--- config.mk ---
export PLATFORM = sky130hd
export DESIGN_NAME = mem_access_ctrl
export DESIGN_NICKNAME = d
export VERILOG_FILES = /design/src/rtl/mem_access_ctrl.sv
export SDC_FILE = /design/constraint.sdc
export NUM_CORES = 1
export LEC_CHECK = 0
export ABC_CLOCK_PERIOD_IN_PS = 11900
export CORE_MARGIN = 2
export CORE_UTILIZATION = 48
export CTS_BUF_LIST = sky130_fd_sc_hd__clkbuf_4 sky130_fd_sc_hd__clkbuf_8
export DETAILED_ROUTE_END_ITERATION = 8
export GPL_TIMING_DRIVEN = 0
export PLACE_DENSITY = 0.87
export SYNTH_ARGS = -nofsm -noshare
export SYNTH_HDL_FRONTEND = slang
export SYNTH_SLANG_ARGS = --single-unit
export TNS_END_PERCENT = 1
--- constraint.sdc ---
create_clock -name i_Clk -period 11.9 [get_ports i_Clk]
set_input_delay 2.38 -clock i_Clk [delete_from_list [all_inputs] [get_ports i_Clk]]
set_output_delay 2.38 -clock i_Clk [all_outputs]
set_load 0.01 [all_outputs]
--- src/rtl/mem_access_ctrl.sv ---
// mem_access_ctrl
// MEM-stage data-memory access sequencer for a MIPS pipeline. A load or store
// held in EX/MEM is turned into a single request/acknowledge transaction to a
// variable-latency data memory. The front of the pipeline is stalled while the
// access is in flight, and writeback is squashed for faulted or pending work.
//
// Ports:
//   i_Clk, Reset                 rising-edge clock, async active-high reset
//   i_MemRead, i_MemWrite        load / store request from EX/MEM
//   i_Addr, i_WriteData          byte address and store data from EX/MEM
//   o_MemReq, o_MemWe            one-cycle request strobe and write flag
//   o_MemAddr, o_MemWData        address / store data latched at acceptance
//   i_MemAck, i_MemRData         memory acknowledge and read data
//   o_ReadData                   captured load data toward MEM/WB
//   o_Stall                      hold PC, IF/ID, ID/EX, EX/MEM
//   o_Bubble                     force RegWrite = MemtoReg = 0 into MEM/WB
//   o_Fault, i_FaultClr          sticky fault flag and its clear
//   o_StallCnt                   saturating count of stalled cycles
module mem_access_ctrl #(
  parameter int TIMEOUT = 15,
  parameter int CNT_W   = 16
) (
  input  logic             i_Clk,
  input  logic             Reset,
  input  logic             i_MemRead,
  input  logic             i_MemWrite,
  input  logic [31:0]      i_Addr,
  input  logic [31:0]      i_WriteData,
  output logic             o_MemReq,
  output logic             o_MemWe,
  output logic [31:0]      o_MemAddr,
  output logic [31:0]      o_MemWData,
  input  logic             i_MemAck,
  input  logic [31:0]      i_MemRData,
  output logic [31:0]      o_ReadData,
  output logic             o_Stall,
  output logic             o_Bubble,
  output logic             o_Fault,
  input  logic             i_FaultClr,
  output logic [CNT_W-1:0] o_StallCnt
);

  typedef enum logic [1:0] {
    IDLE = 2'd0,
    REQ  = 2'd1,
    WAIT = 2'd2,
    DONE = 2'd3
  } state_t;

  localparam logic [7:0] TIMEOUT_V = 8'(TIMEOUT);

  state_t     state;
  state_t     state_nxt;
  logic [7:0] wait_cnt;
  logic [7:0] wait_cnt_nxt;
  logic       timed_out;     // high during a DONE cycle reached by timeout
  logic       mem_op;
  logic       access_ok;
  logic       accept;
  logic       capture;
  logic       timeout_hit;
  logic       set_fault;
  logic       stall_c;
  logic       bubble_c;

  assign mem_op    = i_MemRead | i_MemWrite;
  assign access_ok = (i_Addr[1:0] == 2'b00) & ~(i_MemRead & i_MemWrite);

  // Next-state decode plus the per-cycle stall/bubble/fault controls
  always_comb begin
    state_nxt    = state;
    wait_cnt_nxt = wait_cnt;
    stall_c      = 1'b0;
    bubble_c     = 1'b0;
    accept       = 1'b0;
    capture      = 1'b0;
    timeout_hit  = 1'b0;
    set_fault    = 1'b0;
    case (state)
      IDLE: begin
        if (mem_op) begin
          bubble_c = 1'b1;
          if (access_ok && !o_Fault) begin
            stall_c   = 1'b1;
            accept    = 1'b1;
            state_nxt = REQ;
          end else begin
            // squashed without a request; only a bad access raises the fault
            set_fault = ~access_ok;
          end
        end else begin
          bubble_c = 1'b0;
        end
      end
      REQ: begin
        stall_c      = 1'b1;
        bubble_c     = 1'b1;
        wait_cnt_nxt = 8'd0;
        if (i_MemAck) begin
          capture   = 1'b1;
          state_nxt = DONE;
        end else begin
          state_nxt = WAIT;
        end
      end
      WAIT: begin
        stall_c  = 1'b1;
        bubble_c = 1'b1;
        if (i_MemAck) begin
          capture   = 1'b1;
          state_nxt = DONE;
        end else begin
          wait_cnt_nxt = wait_cnt + 8'd1;
          if (wait_cnt_nxt == TIMEOUT_V) begin
            timeout_hit = 1'b1;
            set_fault   = 1'b1;
            state_nxt   = DONE;
          end else begin
            state_nxt = WAIT;
          end
        end
      end
      DONE: begin
        bubble_c  = timed_out;
        state_nxt = IDLE;
      end
      default: begin
        state_nxt = IDLE;
      end
    endcase
  end

  // Stall and bubble are forced low for as long as reset is held
  assign o_Stall  = stall_c & ~Reset;
  assign o_Bubble = bubble_c & ~Reset;

  // Sequencer state, wait counter and timeout marker
  always_ff @(posedge i_Clk or posedge Reset) begin
    if (Reset) begin
      state     <= IDLE;
      wait_cnt  <= 8'd0;
      timed_out <= 1'b0;
    end else begin
      state     <= state_nxt;
      wait_cnt  <= wait_cnt_nxt;
      timed_out <= timeout_hit;
    end
  end

  // Memory-side request strobe and latched address/data
  always_ff @(posedge i_Clk or posedge Reset) begin
    if (Reset) begin
      o_MemReq   <= 1'b0;
      o_MemWe    <= 1'b0;
      o_MemAddr  <= 32'd0;
      o_MemWData <= 32'd0;
    end else begin
      // accept only fires in IDLE, so the strobe covers exactly the REQ cycle
      o_MemReq <= accept;
      if (accept) begin
        o_MemWe    <= i_MemWrite;
        o_MemAddr  <= i_Addr;
        o_MemWData <= i_WriteData;
      end
    end
  end

  // Load data capture; a timed-out access returns zero
  always_ff @(posedge i_Clk or posedge Reset) begin
    if (Reset) begin
      o_ReadData <= 32'd0;
    end else if (capture && !o_MemWe) begin
      o_ReadData <= i_MemRData;
    end else if (timeout_hit) begin
      o_ReadData <= 32'd0;
    end
  end

  // Sticky fault flag; a new fault wins over a simultaneous clear
  always_ff @(posedge i_Clk or posedge Reset) begin
    if (Reset) begin
      o_Fault <= 1'b0;
    end else if (set_fault) begin
      o_Fault <= 1'b1;
    end else if (i_FaultClr) begin
      o_Fault <= 1'b0;
    end
  end

  // Saturating count of stalled cycles
  always_ff @(posedge i_Clk or posedge Reset) begin
    if (Reset) begin
      o_StallCnt <= {CNT_W{1'b0}};
    end else if (o_Stall && (o_StallCnt != {CNT_W{1'b1}})) begin
      o_StallCnt <= o_StallCnt + CNT_W'(1);
    end
  end

endmodule

# Yosys cells after proc, flatten, opt, wreduce, memory -nomap -nowiden
# Cells that the tools add are included.
# totals
ff_bits	126
input_bits	102
output_inout_bits	117
word_cells	67
# classes
addsub	2
eq_ne	8
muxes	26
bitwise	8
n_reduce_logical	13
# op_table
op	count
2-to-1 mux 32 bit	2
adder 16 x 1 -> 16 bit (second input constant)	1
2-to-1 mux 1 bit	16
inequality test 16 bit (second input constant)	1
one-hot mux 8 bit (2 select lines)	1
adder 8 x 1 -> 8 bit (second input constant)	1
== test 8 x 4 -> 1 bit (second input constant)	1
2-to-1 mux 8 bit	1
one-hot mux 2 bit (4 select lines)	1
inequality test 2 bit (second input constant)	3
nonzero test 2 bit	3
bitwise AND 1 bit	4
== test 2 bit (second input constant)	2
zero test 2 bit	2
2-to-1 mux 2 bit	2
one-hot mux 1 bit (2 select lines)	2
AND reduction 2 bit	2
logical AND 1 bit	3
inverter 1 bit	3
one-hot mux 1 bit (3 select lines)	1
== test 2 x 1 -> 1 bit (second input constant)	1
zero test 1 bit	2
OR reduction 2 bit	1
OR 1 bit	1

# Longest topological paths before layout
# Gate-level depths: netlist of run 1.
# depth
word_depth	9
depth_mapped	8
depth_no_buf	7

# Least setup slack after synthesis of run 1
# OpenSTA, ideal clock, no wires.
# synth_timing
kind	input port to output port
startpoint	input i_MemWrite
endpoint	output o_Stall
arrival_time_ns	3.096
t_required_ns	9.520
path_slack_ns	6.424
cell_stages	4
path_cell_list	xnor2_1 nor4_4 o21ai_0 inv_1
# synth_between
elab_chain_len	8
elab_cells_between_ends	9
# synth_rtl
item	line	rtl
start, declared	26	input logic i_MemWrite,
bitwise AND 1 bit	67	assign access_ok = (i_Addr[1:0] == 2'b00) & ~(i_MemRead & i_MemWrite);
inverter 1 bit	67	
bitwise AND 1 bit	67	
logical AND 1 bit	83	if (access_ok && !o_Fault) begin
2-to-1 mux 1 bit	83	
2-to-1 mux 1 bit (*)	81	if (mem_op) begin
one-hot mux 1 bit (2 select lines) (*)	79	case (state)
bitwise AND 1 bit (*)	134	assign o_Stall = stall_c & ~Reset;
end, declared	36	output logic o_Stall,
# Every way passes the cells marked *; elsewhere a longest branch is shown, timed or not.

# Worst setup path after layout of run 1
# Same ends and word-level chain as after synthesis.

==> results of run 1 <==
metrics by stage:
stage          cell area [um^2]  worst slack, ps    util  hold slack, ps  cells
3_3_place_gp               7599             4507  0.7072           474.7    794
5_1_grt                    8055             5009  0.7497           510.1    827
2_1_floorplan              5241             6164       -           470.0    436
6_report                   8055             5077  0.7497           505.3    827
4_1_cts                    8055             5082  0.7497           503.6    827
3_5_place_dp               7631             5093  0.7102           489.4    795
cell families after synthesis:
kind of cell	after synthesis	share of synthesized area
adder cells (fa/ha/maj)	8	0.01910
flip-flops	126	0.6016
buffers and inverters	28	0.02626
XOR/XNOR	19	0.03175
AO/OA/AOI/OAI	25	0.03103
multiplexers	65	0.1397
AND/OR/NAND/NOR	165	0.1506
path summary, 6_finish.rpt:
kind | from | to | slack (ps) | cells past startpoint
min in group asynchronous | Reset | o_StallCnt[14]$_DFFE_PP0P_ | 2460 | 2
min reg2reg | o_StallCnt[13]$_DFFE_PP0P_ | o_StallCnt[13]$_DFFE_PP0P_ | 510 | 1
min | o_StallCnt[13]$_DFFE_PP0P_ | o_StallCnt[13]$_DFFE_PP0P_ | 510 | 1
max | i_MemWrite | o_Stall | 5080 | 6
max in group asynchronous | Reset | o_ReadData[5]$_DFFE_PP0P_ | 8700 | 3
max reg2reg | state[1]$_DFFE_PP0P_ | o_MemWData[17]$_DFFE_PP0P_ | 9460 | 7
layer usage:
| metal | track usage | up-vias | routed length (um) |
|---|---|---|---|
| li1 | - | 1967 | - |
| met1 | 0.2918 | 2064 | 5731 |
| met2 | 0.4393 | 169 | 7498 |
| met3 | 0.1031 | 15 | 1353 |
| met4 | 0.07234 | 0 | 165 |
| met5 | 0 | - | 0 |
final cells by class:
| cell class | instances | area [um^2] | share of cell area |
|---|---|---|---|
| Sequential cell | 126 | 3153 | 0.3914 |
| Timing Repair Buffer | 219 | 2210 | 0.2743 |
| Multi-Input combinational cell | 282 | 1951 | 0.2422 |
| Clock buffer | 19 | 261.5 | 0.03246 |
| Tap cell | 140 | 175.2 | 0.02175 |
| Clock inverter | 13 | 162.7 | 0.02019 |
| Buffer | 19 | 103.9 | 0.01289 |
| Inverter | 9 | 38.79 | 0.004815 |
sequential cells by signal, indices dropped and copies added (netlist names), 2 cells and up:
register / flops
o_ReadData: 32
o_MemAddr: 32
o_StallCnt: 16
o_MemWData: 32
wait_cnt: 8
state: 2
cells in the mapped netlist (all sizes together) (8+ instances only):
| library cell | instances |
|---|---|
| o21ai | 14 |
| nor2 | 79 |
| inv | 9 |
| nor3 | 39 |
| clkbuf | 8 |
| dfrtp | 126 |
| ha | 8 |
| nand3 | 10 |
| buf | 11 |
| xor2 | 15 |
| mux2 | 65 |
| nand2 | 15 |
worst register-to-register path: cells and delay by family, from the launching register on:
kind	cells	cell delay, ps
fa+ha+maj	1	300
simple gates	2	470
flops	1	430
buf+inv	3	760
mux	1	380
power by group through the flow:
stage / Sequential (mW) / Combinational, mW / Clock [mW]
global placement: 0.708 / 0.811 / 0
global route: 0.738 / 0.899 / 0.419
floorplan: 0.790 / 0.283 / 0
CTS: 0.718 / 0.843 / 0.399
finish: 0.718 / 0.835 / 0.390
detailed placement: 0.722 / 0.837 / 0
placed cells by master, fill, tap and decap left out, types with 2 or more instances in the layout:
cell / synthesis / final
a211oi_1: 3 / 3
and4_1: 2 / 2
buf_2: 8 / 8
buf_6: 3 / 3
bufinv_16: 0 / 3
clkbuf_1: 8 / 8
clkbuf_8: 0 / 19
clkdlybuf4s50_1: 0 / 218
clkinv_2: 0 / 3
clkinv_4: 0 / 2
clkinvlp_4: 0 / 3
dfrtp_1: 126 / 126
ha_1: 8 / 8
inv_1: 9 / 8
inv_6: 0 / 3
mux2_2: 65 / 65
nand2_1: 15 / 15
nand2b_1: 3 / 3
nand3_1: 9 / 9
nand3b_1: 2 / 2
nor2_1: 79 / 79
nor2b_1: 4 / 4
nor3_1: 37 / 37
nor3b_1: 2 / 2
nor4_1: 3 / 3
o21ai_0: 14 / 14
o31ai_1: 3 / 3
o41ai_1: 2 / 2
xnor2_1: 4 / 4
xor2_1: 15 / 15
==> results_dict.tcl, run 1 <==
set metrics [dict create \
    worstSetupEndpointType "output pin" \
    grt_pass1_vias 4340 \
    cts_tree "yes" \
    cts.reportedPaths.clkPinSlew_ps 70 \
    postSynthAreaPerCell_um2 12.02 \
    critPathArrivalTime_ps 4440 \
    slowest_delay_ps 560 \
    synth_area_leaders "dfrtp_1 60%, mux2_2 14%, nor2_1 5.7%" \
    die_x_um 108.5 \
    firstDrtPassIters 4 \
    switching_share 0.3289 \
    ioPinCount 219 \
    num_rows 38 \
    clk_path_buf_depth 2 \
    synth_seq_cells 126 \
    synth_nets 546 \
    synth_top_cell_by_area "dfrtp_1" \
    p_comb_frac 0.430 \
    worst_clock_skew_ps 9.054 \
    antenna_found_initial 0 \
    clkLatencyLatePin_ps 430 \
    p_leak_nw 3.457 \
    cpMostUsedCell "clkdlybuf4s50_1" \
    drive_gt1_frac 0.1689 \
    initial_core_util 0.4878 \
    setup_viol 0 \
    post_cts_buffers 0 \
    synthArstFlopShare 1.000 \
    cts_max_level 4 \
    die_y_um 108.5 \
    num_vias 4215 \
    p_total_mw 1.943 \
    intPower_mw 1.304 \
    finalWeightedCongestion 0.8417 \
    hold_viol 0 \
    critical-path-top-delay-family "buffers and inverters" \
    via_per_inst 5.097 \
    rsz0062_at_grt "no" \
    final.min_clock_period_ps 6823 \
    path_class "input pin to output pin" \
    ys.flop_type "dfrtp_1" \
    syn2layout_area_growth_pct 53.69 \
    drt_iter0_markers 273 \
    hold_path.class "register to register" \
    slew_headroom 0.6297 \
    drc 0 \
    grt_usage 0.2546 \
    ys.warnings.count 0 \
    syn_area_um2 5241 \
    fin_crit_sh 0.5734 \
    cp_max_fo 5 \
    nNetsFinal 784 \
    cap_violations 0 \
    globalRouteOverflowTotal 0 \
    grt_first_pass_wirelength_um 22670 \
    dpl.hpwl_um 10900 \
    grt_max_degree 74 \
    yosysUniqueCellTypes 35 \
    routedWlPerCell_um 17.83 \
    start_kind "input pin" \
    p_clk_frac 0.201 \
    antenna_cells 0 \
    pwr-share-seq 0.369 \
    tns_ps 0 \
    synth_edf_count 0 \
    crit_required_ps 9520 \
    root_buffer "clkbuf_8" \
    cts_made_buffers 17 \
    syn_inst 436 \
    ant_nets 0 \
    p_switching_mw 0.6391 \
    outcome "complete, no violations" \
    synth_top_area_share 0.6016 \
    crit_buf_inv 3 \
    p_per_area_nw_per_um2 241.2 \
    slew_violations 0 \
    peakVddDrop_v 0.0001269 \
    crit_slowest_cell "clkdlybuf4s50_1" \
    dieArea_um2 11770 \
    clock.fmax_mhz 146.6 \
    worst_slew_pin_slew_ps 548.2 \
    ys_seq_area_frac 0.6016 \
    nFillCells 737 \
    cts_hold_buf 0 \
    totalWireLength_um 14750 \
    post_cts_resized 0 \
    core_area_um2 10750 \
    cts_sinks 126 \
    io_buffers 218 \
    path_cells "clkdlybuf4s50_1 -> xnor2_1 -> nor4_4 -> o21ai_0 -> inv_1 -> clkdlybuf4s50_1" \
]
No activity file was read; power rests on OpenSTA's default activity.
==> inputs of run 2 (changes only) <==
Settings changed: ABC_CLOCK_PERIOD_IN_PS 11900 to 6700, CORE_UTILIZATION 48 to 44, PLACE_DENSITY 0.87 to 0.8.
Clock period 11.9 ns to 6.7 ns, I/O delays scaled along.
==> run 2 against run 1 <==
- the run now ends with DRC left
- cell count rose by 0.24%
- wire length fell by 12%
- first-iteration DRC count rose by 9.5%
- count of clock-buffer cells in the layout rose by 8
- clock skew fell by 1.2 ps
- utilization fell by 5.1 points
- die area rose by 8.7%
- register-to-register slack got worse by 5200 ps
- largest cell class unchanged
- largest power group unchanged
==> results_dict.tcl, run 2 (synthesis results as in run 1) <==
set metrics [dict create \
    outcome "finished, violations left" \
    violations "DRC" \
    routedWlPerCell_um 15.61 \
    via_per_inst 4.952 \
    syn2layout_area_growth_pct 53.55 \
    r2r-start "state[1]$_DFFE_PP0P_" \
    firstDrtPassIters 9 \
    antenna_cells 0 \
    path_class "input pin to output pin" \
    drt_iter0_markers 299 \
    hold_path_depth 1 \
    antenna_found_initial 0 \
    dieArea_um2 12800 \
    die_y_um 113.1 \
    cts.reportedPaths.clkPinSlew_ps 70 \
    p_switching_mw 1.066 \
    clock.fmax_mhz 215.1 \
    drive_gt1_frac 0.1676 \
    slew_violations 0 \
    totalWireLength_um 12940 \
    top_layer_used "met4" \
    place_area_um2 7635 \
    critPathArrivalTime_ps 3310 \
    root_buffer "clkbuf_8" \
    cts_max_level 4 \
    rsz0062_at_grt "no" \
    fin_crit_sh 0.6940 \
    final_common_cell "clkdlybuf4s50_1" \
    hold_viol 0 \
    clkLatencyLatePin_ps 430 \
    dr_wl_met3_um 1261 \
    nNetsFinal 784 \
    cp_max_fo 5 \
    drc 18 \
    ff2ff_path_depth 7 \
    r2r-end "o_MemAddr[7]$_DFFE_PP0P_" \
    grt_usage 0.2121 \
    cts_hold_buf 0 \
    cts_sinks 126 \
    p_clk_frac 0.194 \
    p_per_area_nw_per_um2 419.6 \
    worstSetupEndpointType "output pin" \
    wirelength_met1_um 5080 \
    worst_slew_pin_slew_ps 584.5 \
    start_kind "input pin" \
    slew_headroom 0.6103 \
    tns_ps 0 \
    p_comb_frac 0.432 \
    r2r_slack_ps 4250 \
    ioPinCount 219 \
    largestRegisters "o_MemAddr x32, o_MemWData x32, o_ReadData x32" \
    grt_max_degree 78 \
    peakVddDrop_v 0.0002239 \
    num_rows 39 \
    fin_util 0.6988 \
    layout_common_cells "218 x clkdlybuf4s50_1, 126 x dfrtp_1, 79 x nor2_1" \
    min_to "o_StallCnt[9]$_DFFE_PP0P_" \
    grt_pass1_vias 4198 \
    post_cts_resized 0 \
    final_area_um2 8048 \
    core_area_um2 11520 \
    p_leak_nw 3.462 \
    io_buffers 218 \
    clk_path_buf_depth 2 \
    globalRouteOverflowTotal 0 \
    cts_tree "yes" \
    cap_violations 0 \
    dpl.hpwl_um 9788 \
    intPower_mw 2.311 \
    setup_viol 0 \
    pwr-share-seq 0.374 \
    initial_core_util 0.4551 \
    post_cts_buffers 0 \
    die_x_um 113.1 \
    finalWeightedCongestion 0.8095 \
    worst_clock_skew_ps 7.893 \
    switching_share 0.3157 \
    wl_met2_um 6418 \
    hp-start "o_StallCnt[9]$_DFFE_PP0P_" \
    ant_nets 0 \
    num_vias 4105 \
    final.min_clock_period_ps 4650 \
    cts_made_buffers 17 \
    hold_path.class "register to register" \
    crit_required_ps 5360 \
    grt_first_pass_wirelength_um 21160 \
]
==> run 2: worst max path at each step <==
stage / start / to / slack (ps) / cells past startpoint
detailed placement: i_MemWrite / o_Stall / 2030 / 6
floorplan: Reset / o_Fault$_DFFE_PP0P_ / 2000 / 1
CTS: i_MemWrite / o_Stall / 2030 / 6
global route: i_MemRead / o_Stall / 1940 / 6
global placement: Reset / o_MemWData[10]$_DFFE_PP0P_ / 290 / 2
finish: i_MemWrite / o_Stall / 2050 / 6
==> run 2: worst max-delay path: stages <==
cell,delay [ps]
clkdlybuf4s50_1,540
xnor2_1,150
nor4_4,400
o21ai_0,240
inv_1,100
clkdlybuf4s50_1,540
==> run 2: layout make-up <==
type | instances | area (um^2)
Buffer | 19 | 103.9
Clock buffer | 27 | 365.4
Clock inverter | 4 | 47.55
Fill cell | 850 | 3468
Inverter | 9 | 38.79
Multi-Input combinational cell | 282 | 1951
Sequential cell | 126 | 3153
Tap cell | 143 | 178.9
Timing Repair Buffer | 219 | 2210
==> run 2: metal layers <==
layer  up-vias  GRT usage
li1       1971          -
met1      1950     0.2521
met2       170     0.3513
met3        14    0.07981
met4         0    0.08130
met5         -          0
==> run 2: power groups by stage <==
stage | logic (mW) | clock network [mW] | registers, mW
floorplan | 0.504 | 0 | 1.40
detailed placement | 1.47 | 0 | 1.28
global placement | 1.43 | 0 | 1.26
CTS | 1.48 | 0.677 | 1.26
global route | 1.58 | 0.715 | 1.30
finish | 1.46 | 0.656 | 1.26
==> run 2: stage by stage <==
| stage | power (mW) | std cells | setup slack [ps] | hold WS, ps |
|---|---|---|---|---|
| after global placement | 2.690 | 797 | 288.7 | 476.5 |
| final | 3.377 | 829 | 2050 | 485.7 |
| after detailed placement | 2.749 | 798 | 2030 | 475.4 |
| after floorplan | 1.907 | 436 | 2004 | 470.0 |
| after global routing | 3.597 | 829 | 1944 | 506.6 |
| after CTS | 3.421 | 829 | 2029 | 488.3 |
==> inputs of run 3 (changes only) <==
Settings changed: ABC_CLOCK_PERIOD_IN_PS 6700 to 4500.
Clock period 6.7 ns to 4.5 ns, I/O delays scaled along.
==> results of run 3 <==
Same layout as run 2 (identical final DEF). Status: finished, violations left: DRC.
Among the figures that moved: setup slack after placement 2030 ps -> 710.4 ps; setup slack after layout 2050 ps -> 730.4 ps; register-to-register setup slack 4250 ps -> 2050 ps; total power 3.377 mW -> 5.028 mW; worst IR drop on VDD 0.0002239 V -> 0.0003333 V
